`src/rtl/mm_iddmm_res_wb.sv`:
```
// mm_iddmm_res_wb: result write-back initiator for the IDDMM compare-and-subtract
// stage. Requests a task, collects N result words (LS word first) into the
// result RAM through a registered write port, and reports done with status.
// Optional build macro: MM_IDDMM_RES_CHK_EN adds a running XOR checksum output.
module mm_iddmm_res_wb #(
  parameter int unsigned K = 128,
  parameter int unsigned N = 32
) (
  input  logic                 clk,
  input  logic                 rst,
  input  logic                 start,
  output logic                 busy,
  output logic                 done,
  output logic                 task_req,
  input  logic                 task_end,
  input  logic [K-1:0]         res,
  input  logic                 res_val,
  output logic                 wr_en,
  output logic [$clog2(N)-1:0] wr_addr,
  output logic [K-1:0]         wr_data,
  output logic                 err_ovf,
  output logic                 err_short,
  output logic                 res_zero
`ifdef MM_IDDMM_RES_CHK_EN
  ,
  output logic [K-1:0]         chk
`endif
);

  localparam int unsigned AW = $clog2(N);
  localparam int unsigned CW = AW + 1;
  localparam logic [CW-1:0] NCNT = CW'(N);

  typedef enum logic [1:0] {
    S_IDLE,
    S_REQ,
    S_DRAIN,
    S_DONE
  } state_t;

  state_t         state_q, state_d;
  logic [CW-1:0]  count_q, count_d;
  logic           zero_q, zero_d;
  logic           ovf_q, ovf_d;
  logic           short_q, short_d;
  logic           rzero_q, rzero_d;
  logic           wr_en_q, wr_en_d;
  logic [AW-1:0]  wr_addr_q, wr_addr_d;
  logic [K-1:0]   wr_data_q, wr_data_d;
  logic [K-1:0]   chk_q, chk_d;

  // State and datapath registers with synchronous reset.
  always_ff @(posedge clk) begin
    if (rst) begin
      state_q   <= S_IDLE;
      count_q   <= '0;
      zero_q    <= 1'b1;
      ovf_q     <= 1'b0;
      short_q   <= 1'b0;
      rzero_q   <= 1'b0;
      wr_en_q   <= 1'b0;
      wr_addr_q <= '0;
      wr_data_q <= '0;
      chk_q     <= '0;
    end else begin
      state_q   <= state_d;
      count_q   <= count_d;
      zero_q    <= zero_d;
      ovf_q     <= ovf_d;
      short_q   <= short_d;
      rzero_q   <= rzero_d;
      wr_en_q   <= wr_en_d;
      wr_addr_q <= wr_addr_d;
      wr_data_q <= wr_data_d;
      chk_q     <= chk_d;
    end
  end

  // Next-state, word capture and status flag logic.
  // The word accepted in a cycle updates count_d first, so the short check on
  // task_end and the res_zero capture see a simultaneous final word.
  always_comb begin
    state_d   = state_q;
    count_d   = count_q;
    zero_d    = zero_q;
    ovf_d     = ovf_q;
    short_d   = short_q;
    rzero_d   = rzero_q;
    wr_en_d   = 1'b0;
    wr_addr_d = wr_addr_q;
    wr_data_d = wr_data_q;
    chk_d     = chk_q;
    busy      = 1'b0;
    done      = 1'b0;
    task_req  = 1'b0;

    case (state_q)
      S_IDLE: begin
        if (start) begin
          state_d = S_REQ;
          count_d = '0;
          zero_d  = 1'b1;
          ovf_d   = 1'b0;
          short_d = 1'b0;
          rzero_d = 1'b0;
          chk_d   = '0;
        end
      end

      S_REQ, S_DRAIN: begin
        busy     = 1'b1;
        task_req = (state_q == S_REQ);
        if (res_val) begin
          if (count_q < NCNT) begin
            wr_en_d   = 1'b1;
            wr_addr_d = count_q[AW-1:0];
            wr_data_d = res;
            count_d   = count_q + CW'(1);
            zero_d    = zero_q & (res == '0);
            chk_d     = chk_q ^ res;
          end else begin
            ovf_d = 1'b1;
          end
        end
        if (state_q == S_REQ) begin
          if (task_end) begin
            state_d = S_DRAIN;
            if (count_d < NCNT) begin
              short_d = 1'b1;
            end
          end
        end else begin
          state_d = S_DONE;
          rzero_d = zero_d & (count_d == NCNT);
        end
      end

      S_DONE: begin
        busy    = 1'b1;
        done    = 1'b1;
        state_d = S_IDLE;
      end

      default: begin
        state_d = S_IDLE;
      end
    endcase
  end

  assign wr_en     = wr_en_q;
  assign wr_addr   = wr_addr_q;
  assign wr_data   = wr_data_q;
  assign err_ovf   = ovf_q;
  assign err_short = short_q;
  assign res_zero  = rzero_q;

`ifdef MM_IDDMM_RES_CHK_EN
  assign chk = chk_q;
`else
  logic unused_chk;
  assign unused_chk = ^chk_q;
`endif

endmodule

```
`config.mk`:
```
export PLATFORM = sky130hd
export DESIGN_NAME = mm_iddmm_res_wb
export DESIGN_NICKNAME = d
export VERILOG_FILES = /design/src/rtl/mm_iddmm_res_wb.sv
export SDC_FILE = /design/constraint.sdc
export NUM_CORES = 1
export LEC_CHECK = 0
export BUFFER_PORTS_ARGS = -buffer_cell sky130_fd_sc_hd__buf_2
export CORE_AREA = 5 5 118 120
export DETAILED_ROUTE_END_ITERATION = 8
export DIE_AREA = 0 0 123 125
export GPL_TIMING_DRIVEN = 1
export MAX_ROUTING_LAYER = met4
export PLACE_DENSITY = 0.78
export SYNTH_ARGS = -nofsm -noshare
export SYNTH_HDL_FRONTEND = slang
export SYNTH_SLANG_ARGS = --single-unit
```
`constraint.sdc`:
```
create_clock -name clk -period 4.3 [get_ports clk]
set_input_delay 1.075 -clock clk [delete_from_list [all_inputs] [get_ports clk]]
set_output_delay 1.075 -clock clk [all_outputs]
set_load 0.02 [all_outputs]
```
Word-level counts from Yosys, hierarchy flattened
Index checks and enable logic that the tools add are counted.

storage, ports and cells
  register bits = 146
  input bits = 133

operators by class
  $add $sub $neg = 1
  magnitude comparators = 2
  eq/ne operators = 12
  mux-type cells = 28
  bitwise gates (word level) = 4
  reduce and logical (&&, ||, !) cells = 12

operators with widths
  operator             number
  $logic_not 128->1    1
  $mux 6               4
  $mux 1               15
  $ne 2x2->1 const B   7
  $lt 6x6->1 const B   2
  $pmux 6 s2           1
  $pmux 1 s2           4
  $add 6x1->6 const B  1
  $eq 6x6->1 const B   1
  $mux 2               3
  $pmux 2 s3           1
  $reduce_and 3->1     2
  $reduce_or 3->1      2
  $reduce_and 5->1     1
  $eq 2x2->1 const B   2
  $reduce_and 2->1     2
  $reduce_and 4->1     1
  $ne 3x3->1 const B   1
  $and 1x1->1          2
  $eq 2x1->1 const B   1
  $logic_not 2->1      1
  $not 1->1            2
  $reduce_bool 2->1    1
  $reduce_or 2->1      1

Logic depth before layout (Yosys ltp)
  depth in word-level cells = 9
  gate-level depth with buffers = 9
  gate-level depth less buffers = 7

Worst setup path after synthesis
No wires, ideal clock.

  path type = input to register
  start = input port start
  end = register rzero_q (netlist: res_zero)
  setup time = 0.084 ns
  arrival time = 2.337 ns
  required time = 4.216 ns
  setup slack = 1.879 ns
  cell stages on the path = 5
  path buffers = 0
  cell sequence = nand2b_4 > o21ai_4 > or4_1 > or4_1 > o31ai_2

between the ends
  cells in the longest elaborated chain, start to end = 2

RTL lines
  item                               RTL line  RTL
  start, declared                    11        input logic start,
  $ne 2x2->1 (no source line)        -
  $reduce_and 3->1 (no source line)  -
  end signal, assigned               71        rzero_q <= rzero_d;
  end, declared                      46        logic rzero_q, rzero_d;

No other way between the ends.
A chain may end at the register's enable or synchronous reset.

Final worst setup path
  start = input port res_val
  end = register wr_data_q[8] (netlist: wr_data[8])

between the ends
  cells in the longest elaborated chain, start to end = 1

RTL lines
  item                               RTL line  RTL
  start, declared                    17        input logic res_val,
  $reduce_and 3->1 (no source line)  -
  end signal, assigned               74        wr_data_q <= wr_data_d;
  end, declared                      49        logic [K-1:0] wr_data_q, wr_data_d;

No other way between the ends.

==> insert_results.sql <==
INSERT INTO impl_metrics (metric_group, metric, value, unit) VALUES
('outcome', 'outcome', 'complete, no violations', ''),
('clock_tree', 'max-clock-path-buffers', '2', ''),
('finish', 'area_growth_syn_to_layout', '35.76', '%'),
('min_path', 'hp_class', 'reg2reg', ''),
('clock_tree', 'postCtsHoldBufs', '0', ''),
('sta', 'skew', '0.006578', 'ns'),
('power', 'net_switching_fraction_of_the_power', '37.14', '%'),
('route', 'routed_wl', '18210', 'µm'),
('synth', 'fraction_of_the_yosys_area_taken_by_sequential_cells', '51.92', '%'),
('grt', 'grt_use_total', '23.24', '%'),
('floorplanning', 'placementRows', '42', ''),
('synth', 'mappedNetlistNets', '862', ''),
('power', 'max-vdd-ir-drop', '0.3349', 'mV'),
('sta', 'worst_pin_slew', '1.011', 'ns'),
('synth', 'synthAdderAreaFrac', '1.334', '%'),
('floorplanning', 'initial_utilization', '43.72', '%'),
('synth', 'parity_gate_share_of_the_synthesized_area_counting_xor_and_xnor_cells', '0.1556', '%'),
('sta', 'whs', '0.4488', 'ns'),
('clock_tree', 'tritoncts', 'done', ''),
('synth', 'fraction_of_the_mapped_netlist_area_in_compound_gates', '14.71', '%'),
('power', 'power.internal', '2.993', 'mW'),
('route', 'detail_route.drc_violations', '0', ''),
('worst_setup_path', 'crit_path_end_kind', 'flop', ''),
('synth', 'register_bit_count_reported_by_yosys', '146', ''),
('place', 'gp_routability_congestion', '0.8522', ''),
('finish', 'finish.net_count', '1106', ''),
('worst_setup_path', 'cp.required', '4.63', 'ns'),
('synth', 'synth.avg_cell_area', '7.786', 'µm²'),
('route', 'route.vias.total', '5895', ''),
('grt', 'grt_pass1_wl', '27340', 'µm'),
('synth', 'synth_cells', '723', ''),
('grt', 'grt_remaining_overflow', '0', ''),
('grt', 'grt-busiest-layer', 'met2', ''),
('clock_tree', 'cts_resized', '0', ''),
('finish', 'drive_gt1_share', '32.35', '%'),
('power', 'comb_power_share', '32.4', '%'),
('worst_setup_path', 'path_class', 'in2reg', ''),
('power', 'p_sw', '1.769', 'mW'),
('clock_tree', 'clock_sink_count', '146', ''),
('sta', 'setup_viol', '0', ''),
('grt', 'met2_track_usage_gr', '36.51', '%'),
('grt', 'gr-usage-met3', '6.730', '%'),
('floorplanning', 'core_area', '0.01287', 'mm²'),
('grt', 'first_global_vias', '5549', ''),
('clock_tree', 'clk_pin_slew_worst_paths', '0.06', 'ns'),
('synth', 'main_combinational_cell_family_by_area_after_synthesis', 'simple AND/OR/NAND/NOR gates', ''),
('power', 'clock_power_share', '30.9', '%'),
('grt', 'gr-usage-met1', '27.29', '%'),
('sta', 'max-slew-margin-rel', '32.61', '%'),
('sta', 'total_negative_slack', '0', 'ns'),
('route', 'detail_route.wl_per_cell', '15.76', 'µm'),
('sta', 'layout_worst_path_cycle_share', '63.38', '%'),
('floorplanning', 'top_level_ports', '273', ''),
('synth', 'main_synth_ff_type', 'sky130_fd_sc_hd__dfxtp_1', ''),
('synth', 'synthDistinctLibCells', '39', ''),
('synth', 'yosysWarnings', '0', ''),
('sta', 'report.final.hold_viol_count', '0', ''),
('synth', 'synth-edff-count', '0', ''),
('finish', 'final_util', '59.36', '%'),
('floorplanning', 'floorplan.die.height', '125', 'µm'),
('finish', 'antenna_diodes', '0', ''),
('route', 'drt_first_pass_iters', '4', ''),
('route', 'drt_iter0_markers', '350', ''),
('synth', 'async_reset_ff_share', '0', '%'),
('worst_setup_path', 'critical_path_peak_fanout', '80', ''),
('worst_setup_path', 'cp_data_arrival_time', '3.06', 'ns'),
('clock_tree', 'cts_inserted_buffers', '17', ''),
('clock_tree', 'ctsHtreeMaxLevel', '4', ''),
('route', 'drt-vias-per-instance', '5.099', ''),
('floorplanning', 'die_width', '123', 'µm'),
('synth', 'syn_area', '0.005629', 'mm²');
-- cells in the mapped netlist (3+ instances only) --
library cell	number	area share, %
sky130_fd_sc_hd__nand3_1	4	0.36
sky130_fd_sc_hd__nor2_1	17	1.1
sky130_fd_sc_hd__o21ai_1	5	0.44
sky130_fd_sc_hd__ha_1	6	1.3
sky130_fd_sc_hd__nand2_1	273	18
sky130_fd_sc_hd__nor3_1	5	0.44
sky130_fd_sc_hd__nor4_1	33	3.7
sky130_fd_sc_hd__a21oi_1	138	12
sky130_fd_sc_hd__buf_2	10	0.89
sky130_fd_sc_hd__dfxtp_1	146	52
sky130_fd_sc_hd__inv_1	6	0.40
sky130_fd_sc_hd__a22oi_1	3	0.40
sky130_fd_sc_hd__clkbuf_1	37	2.5
sky130_fd_sc_hd__nand4_1	10	1.1
-- worst max-delay path, cell delays in order --
cell                      delay [ns]
sky130_fd_sc_hd__buf_2          0.12
sky130_fd_sc_hd__nor2b_1        0.54
sky130_fd_sc_hd__and2_4         0.63
sky130_fd_sc_hd__buf_12         0.37
sky130_fd_sc_hd__nand2_1        0.12
sky130_fd_sc_hd__a21oi_1        0.14
-- layout by cell type, fill, tap and decap left out, types with 6 or more instances in the layout --
cell type / Yosys / routed
sky130_fd_sc_hd__a21oi_1: 138 / 138
sky130_fd_sc_hd__buf_2: 10 / 271
sky130_fd_sc_hd__clkbuf_16: 0 / 17
sky130_fd_sc_hd__dfxtp_1: 146 / 146
sky130_fd_sc_hd__ha_1: 6 / 6
sky130_fd_sc_hd__inv_1: 6 / 6
sky130_fd_sc_hd__nand2_1: 273 / 272
sky130_fd_sc_hd__nand4_1: 10 / 10
sky130_fd_sc_hd__nor2_1: 17 / 17
sky130_fd_sc_hd__nor4_1: 33 / 33
-- path summary, 6_finish.rpt --
path / startpoint / cells past startpoint / to / slack, ns
hold / removal: wr_data[126] / 2 / wr_data[126] / 0.45
setup / recovery: res_val / 6 / wr_data[8] / 1.57
hold reg to reg: wr_data[126] / 2 / wr_data[126] / 0.45
setup reg to reg: state_q[1] / 6 / wr_data[8] / 1.73
-- area by class of cell --
cell class	count	area, µm²
multi-input combinational	521	2469
tap	176	220.2
sequential	146	2923
clock buffer	21	470.5
fill	1196	5233
timing repair buffer	275	1411
clock inverter	11	126.4
inverter	6	22.52
-- cell families after synthesis --
kind of cell | Yosys count
and+or+nand+nor | 354
xor gates and xnor gates | 1
adders and majority gates | 6
buffers and inverters | 56
DFF | 146
AOI/OAI and AO/OA | 156
muxes | 4
-- metrics by stage --
step / cell area [µm²] / setup slack [ns] / power [mW] / std cells
floorplan: 5629 / 1.879 / 2.805 / 723
global placement: 7046 / 1.062 / 3.296 / 1124
detailed placement: 7046 / 1.114 / 3.319 / 1124
CTS: 7642 / 1.548 / 4.807 / 1156
global route: 7642 / 1.402 / 5.020 / 1156
finish: 7642 / 1.575 / 4.762 / 1156
-- flip-flops by register name, summed over array words and instances, names as in the netlist --
signal and flops:
wr_addr 5, err_short 1, zero_q 1, wr_en 1
res_zero 1, err_ovf 1, state_q 2, wr_data 128
count_q 6
-- metal layers --
layer  up-vias  routed length, µm
li1       2918                  -
met1      2658               7319
met2       270               8422
met3        49               1834
met4         0                638
met5         -                  0
-- power by group through the flow --
stage	registers, mW	clock network [mW]	logic (mW)
4_1_cts	1.74	1.50	1.56
3_5_place_dp	1.77	0	1.55
6_report	1.74	1.47	1.55
5_1_grt	1.77	1.56	1.69
3_3_place_gp	1.76	0	1.54
2_1_floorplan	2.07	0	0.738
(Power assumes the default switching activity.)
